### config.mk
export PLATFORM = sky130hd
export DESIGN_NAME = inst_fetch_queue
export DESIGN_NICKNAME = d
export VERILOG_FILES = /design/src/rtl/inst_fetch_queue.sv
export SDC_FILE = /design/constraint.sdc
export NUM_CORES = 1
export LEC_CHECK = 0
export CORE_UTILIZATION = 52
export CTS_BUF_LIST = sky130_fd_sc_hd__clkbuf_4
export CTS_CLUSTER_SIZE = 12
export DETAILED_ROUTE_END_ITERATION = 10
export PLACE_DENSITY = 0.84
export SKIP_CTS_REPAIR_TIMING = 1
export SLEW_MARGIN = 20
export SYNTH_ARGS = -nofsm -noshare
export SYNTH_HDL_FRONTEND = slang
export SYNTH_SLANG_ARGS = --single-unit
export TNS_END_PERCENT = 20
### constraint.sdc
create_clock -name clk -period 2 [get_ports clk]
set_clock_uncertainty 0.05 [all_clocks]
set_input_delay 0.4 -clock clk [delete_from_list [all_inputs] [get_ports clk]]
set_output_delay 0.4 -clock clk [all_outputs]
set_load 0.01 [all_outputs]
### src/rtl/inst_fetch_queue.sv
`default_nettype none
// ============================================================================
// Module   : inst_fetch_queue
// Purpose  : Instruction fetch queue between the PC/ROM fetch stage and ID.
//            Captures each fetched {pc, inst} pair into a circular buffer and
//            presents the oldest entry to ID with first-word fall-through
//            valid/ready. It raises stall_pc one entry early so that the
//            fetch already in flight through the 1-cycle ROM still fits.
//            flush discards all queued entries and the arriving fetch.
// Ports    : clk          - rising-edge clock
//            rst          - asynchronous reset, active-low
//            if_valid     - {if_pc, if_inst} fetch pair valid this cycle
//            if_pc        - pc of the fetched instruction
//            if_inst      - ROM read data for if_pc
//            flush        - discard all entries and the current fetch
//            stall_pc     - hold PC and ROM address
//            id_valid     - head entry valid
//            id_pc        - head entry pc
//            id_inst      - head entry instruction
//            id_ready     - ID consumes the head entry this cycle
//            count        - occupied entries, 0..DEPTH
//            overflow_err - sticky: a push was dropped because the queue was full
// Revision : 1.0 - initial release
// ============================================================================
module inst_fetch_queue #(
    parameter int ADDR_W = 32,
    parameter int DATA_W = 32,
    parameter int DEPTH  = 4
) (
    input  logic                       clk,
    input  logic                       rst,
    input  logic                       if_valid,
    input  logic [ADDR_W-1:0]          if_pc,
    input  logic [DATA_W-1:0]          if_inst,
    input  logic                       flush,
    output logic                       stall_pc,
    output logic                       id_valid,
    output logic [ADDR_W-1:0]          id_pc,
    output logic [DATA_W-1:0]          id_inst,
    input  logic                       id_ready,
    output logic [$clog2(DEPTH):0]     count,
    output logic                       overflow_err
);

    localparam int PTR_W = $clog2(DEPTH);
    localparam int CNT_W = PTR_W + 1;

    localparam logic [CNT_W-1:0] C_FULL     = CNT_W'(DEPTH);
    localparam logic [CNT_W-1:0] C_HIGH     = CNT_W'(DEPTH - 1);
    localparam logic [CNT_W-1:0] C_CNT_ZERO = '0;
    localparam logic [PTR_W-1:0] C_PTR_ONE  = PTR_W'(1);

    logic [ADDR_W-1:0] r_pc_mem   [DEPTH];
    logic [DATA_W-1:0] r_inst_mem [DEPTH];
    logic [PTR_W-1:0]  r_rd_ptr;
    logic [PTR_W-1:0]  r_wr_ptr;
    logic [CNT_W-1:0]  r_count;
    logic              r_overflow;

    logic              w_full;
    logic              w_pop;
    logic              w_push;
    logic              w_ovf;
    logic [CNT_W-1:0]  w_count_next;

    assign w_full = (r_count == C_FULL);
    assign w_pop  = id_valid & id_ready & ~flush;
    // A full queue still accepts a push when the head leaves in the same cycle.
    assign w_push = if_valid & ~flush & (~w_full | w_pop);
    assign w_ovf  = if_valid & ~flush & w_full & ~w_pop;

    assign w_count_next = r_count + {{(CNT_W-1){1'b0}}, w_push}
                                  - {{(CNT_W-1){1'b0}}, w_pop};

    always_ff @(posedge clk or negedge rst) begin
        if (!rst) begin
            r_rd_ptr   <= '0;
            r_wr_ptr   <= '0;
            r_count    <= '0;
            r_overflow <= 1'b0;
            for (int i = 0; i < DEPTH; i++) begin
                r_pc_mem[i]   <= '0;
                r_inst_mem[i] <= '0;
            end
        end else begin
            if (flush) begin
                // Storage is left as-is; zeroed pointers/count hide it.
                r_rd_ptr <= '0;
                r_wr_ptr <= '0;
                r_count  <= '0;
            end else begin
                if (w_push) begin
                    r_pc_mem[r_wr_ptr]   <= if_pc;
                    r_inst_mem[r_wr_ptr] <= if_inst;
                    r_wr_ptr             <= r_wr_ptr + C_PTR_ONE;
                end
                if (w_pop) begin
                    r_rd_ptr <= r_rd_ptr + C_PTR_ONE;
                end
                r_count <= w_count_next;
            end
            // Sticky until reset; flush does not clear it.
            if (w_ovf) begin
                r_overflow <= 1'b1;
            end
        end
    end

    // Stall at DEPTH-1 leaves one slot for the fetch already issued to the ROM.
    assign stall_pc     = (r_count >= C_HIGH);
    assign id_valid     = (r_count != C_CNT_ZERO);
    assign id_pc        = r_pc_mem[r_rd_ptr];
    assign id_inst      = r_inst_mem[r_rd_ptr];
    assign count        = r_count;
    assign overflow_err = r_overflow;

endmodule
`default_nettype wire

==> flow_summary.json <==
{
  "grt_pass1_vias": 7815,
  "power_leakage_nw": 6.68,
  "status": "finished, violations left",
  "setup_ws_ns": -0.644,
  "setup_viol": 68,
  "cp_slowest_stage_delay_ns": 0.54,
  "sequentialPowerShare": 0.416,
  "r2r-end": "count[2]",
  "drive_above_1_share": 0.578,
  "synth_seq_cells": 264,
  "synth-edff-count": 0,
  "p_total_mw": 20.8,
  "die_w_microns": 152,
  "cts.reportedPaths.clkPinSlew_ns": 0.06,
  "ys_seq_area_frac": 0.568,
  "reg2reg_slack_ns": -0.24,
  "boundaryPins": 139,
  "ant_nets": 0,
  "combPwrFrac": 0.340,
  "clockBufferDepth": 3,
  "synth_common_cells": "264 x dfrtp_1, 257 x mux2_2, 64 x mux4_2",
  "met2_length_microns": 13300,
  "synthArstFlopShare": 1.00,
  "period_share": 1.32,
  "path_cells": "buf_12 -> buf_12 -> buf_6 -> mux4_2 -> buf_6",
  "drt-total-wl_microns": 25600,
  "rr_worst_depth": 9,
  "cts_made_buffers": 70,
  "via_count": 6789,
  "synth_area_sq_mm": 0.0116,
  "violations": "negative setup slack",
  "crit_family": "buffers and inverters",
  "core_sq_mm": 0.0219,
  "drc": 0,
  "worst-setup-path-type": "reg -> out",
  "track_usage": 0.232,
  "synthTopCellsByArea": "dfrtp_1 57%, mux2_2 25%, mux4_2 12%",
  "ir_drop_v": 0.000810,
  "dieArea_sq_mm": 0.0230,
  "port_buffers": 138,
  "synthCells": 668,
  "overflow": 0,
  "min-delay-path-class": "in -> async",
  "fin_nets": 972,
  "clock.fmax_ghz": 0.378,
  "synth_top_area_share": 0.568,
  "hold_viol": 0,
  "syn-num-nets": 745,
  "grt_start_max_net_pins": 69,
  "tightest_slew_ns": 0.484,
  "cap_viol_max_count": 0,
  "htreeDepth": 3,
  "p_int_mw": 14.9,
  "rows": 54,
  "areaGrowthSynthToFinish_pct": 26.8,
  "drt_pass1_iterations": 4,
  "gp_congestion": 0.768,
  "switching_share": 0.284,
  "switchingPower_mw": 5.92,
  "drv_slew": 0,
  "cp-end-kind": "primary output",
  "crit_buf_inv": 4,
  "grt_pass1_wl_microns": 40400,
  "root_buffer": "clkbuf_4",
  "layout_min_cycle_time_ns": 2.64,
  "required_ns": 1.55,
  "route.met3.wl_microns": 1640,
  "slew_headroom": 0.673,
  "via_per_inst": 5.56,
  "avgRoutedWirePerCell_microns": 21.0,
  "synth_area_leader_cell": "dfrtp_1",
  "ys_types": 22,
  "drt_iter0_drc": 250,
  "cts_tree": "done",
  "tns_ns": -36.41,
  "slowest_stage": "dfrtp_4",
  "die_y_microns": 152,
  "critPathArrivalTime_ns": 2.19,
  "synth-warning-count": 0,
  "yosysMostFrequentCell": "dfrtp_1",
  "clock_power_share": 0.244,
  "clock_latency_ns": 0.65,
  "start_util": 0.531,
  "hpwl_microns": 16700,
  "syn_avg_cell_area_sq_um": 17.4,
  "grt_setup_unrepaired": "yes",
  "clock-sinks": 264,
  "ys.flop_type": "dfrtp_1",
  "r2r-start": "count[2]",
  "startpoint_type": "flip-flop",
  "met1_length_microns": 10300,
  "grt_antenna_before_repair": 1,
  "cellPowerDensity_mw_per_mm2": 1410,
  "worst-path-max-fanout": 8,
  "top_layer_used": "met4"
}
## placed cells by master, fill, tap and decap left out, types with 2 or more instances in the layout
cell             synthesis  routed
buf_6                   28       8
clkinv_1                 0       9
inv_2                    0       2
mux4_2                  64      64
dfrtp_1                264     260
xor2_1                   3       3
nor4b_4                  1       5
bufinv_16                0       5
clkbuf_2                 0      39
clkdlybuf4s50_1          0      67
or3_1                    3       3
buf_4                    0      26
mux2_2                 257     257
inv_1                    7       7
buf_12                   0      27
nor2_1                   6       6
dlymetal6s2s_1           0      26
ha_1                     7       7
clkbuf_16                0       3
clkbuf_4                 0     102
dfrtp_2                  0       3
## worst max path at each step
stage / cells after the start / endpoint / from / slack, ns
4_1_cts: 3 / id_pc[21] / r_rd_ptr[0] / -0.99
6_report: 5 / id_pc[21] / r_rd_ptr[0] / -0.64
5_1_grt: 5 / id_pc[21] / r_rd_ptr[0] / -0.75
3_3_place_gp: 10 / count[2] / id_ready / -0.64
2_1_floorplan: 9 / count[2] / count[0] / -0.17
3_5_place_dp: 10 / count[2] / id_ready / -0.73
## per-layer routing
metal,up-vias,track usage
met5,-,0
met4,0,0.0871
met3,38,0.0701
met2,193,0.397
met1,3575,0.274
li1,2983,-
## layout make-up
class,instances,area (sq um)
clock buffer,102,766
timing repair buffer,198,2120
tap,280,350
clock inverter,16,191
fill,1498,7140
multi-input combinational,354,4680
antenna,1,2.50
inverter,7,26.3
sequential,264,6610
## worst reg2reg max path: cells and delay by family, from the launching register on
| family | cells | cell delay [ns] |
|---|---|---|
| xor gates and xnor gates | 1 | 0.15 |
| adders and majority gates | 3 | 0.83 |
| buffers and inverters | 2 | 0.12 |
| DFF | 1 | 0.40 |
| and+or+nand+nor | 3 | 0.59 |
## power by group through the flow
stage | Combinational, mW | Sequential (mW) | Clock [mW]
after floorplan | 4.48 | 8.28 | 0
after detailed placement | 7.33 | 8.76 | 0
final | 7.08 | 8.66 | 5.09
after global placement | 7.07 | 8.45 | 0
after CTS | 7.38 | 8.67 | 5.24
after global routing | 7.59 | 8.93 | 5.52
## registers in the layout (all words and copies together) (netlist names)
name and count:
count 3, r_pc_mem 128, r_inst_mem 128, r_rd_ptr 2
overflow_err 1, r_wr_ptr 2
## stage by stage
step / util / hold WS, ns / std cells / setup slack [ns] / cell area [sq um]
after CTS: 0.669 / -0.460 / 1208 / -0.986 / 14600
after detailed placement: 0.625 / 0.268 / 1090 / -0.732 / 13700
after global routing: 0.674 / 0.163 / 1222 / -0.747 / 14700
after global placement: 0.625 / 0.263 / 1090 / -0.638 / 13700
after floorplan: - / 0.0544 / 668 / -0.171 / 11600
final: 0.674 / 0.182 / 1222 / -0.644 / 14700
## cell families after synthesis
group / share of synthesized area
xor gates and xnor gates: 0.00226
DFF: 0.568
adders and majority gates: 0.00925
AOI/OAI and AO/OA: 0.00344
muxes: 0.373
and+or+nand+nor: 0.00947
buffers and inverters: 0.0349
Note: power is estimated with default switching activity, not from simulation.
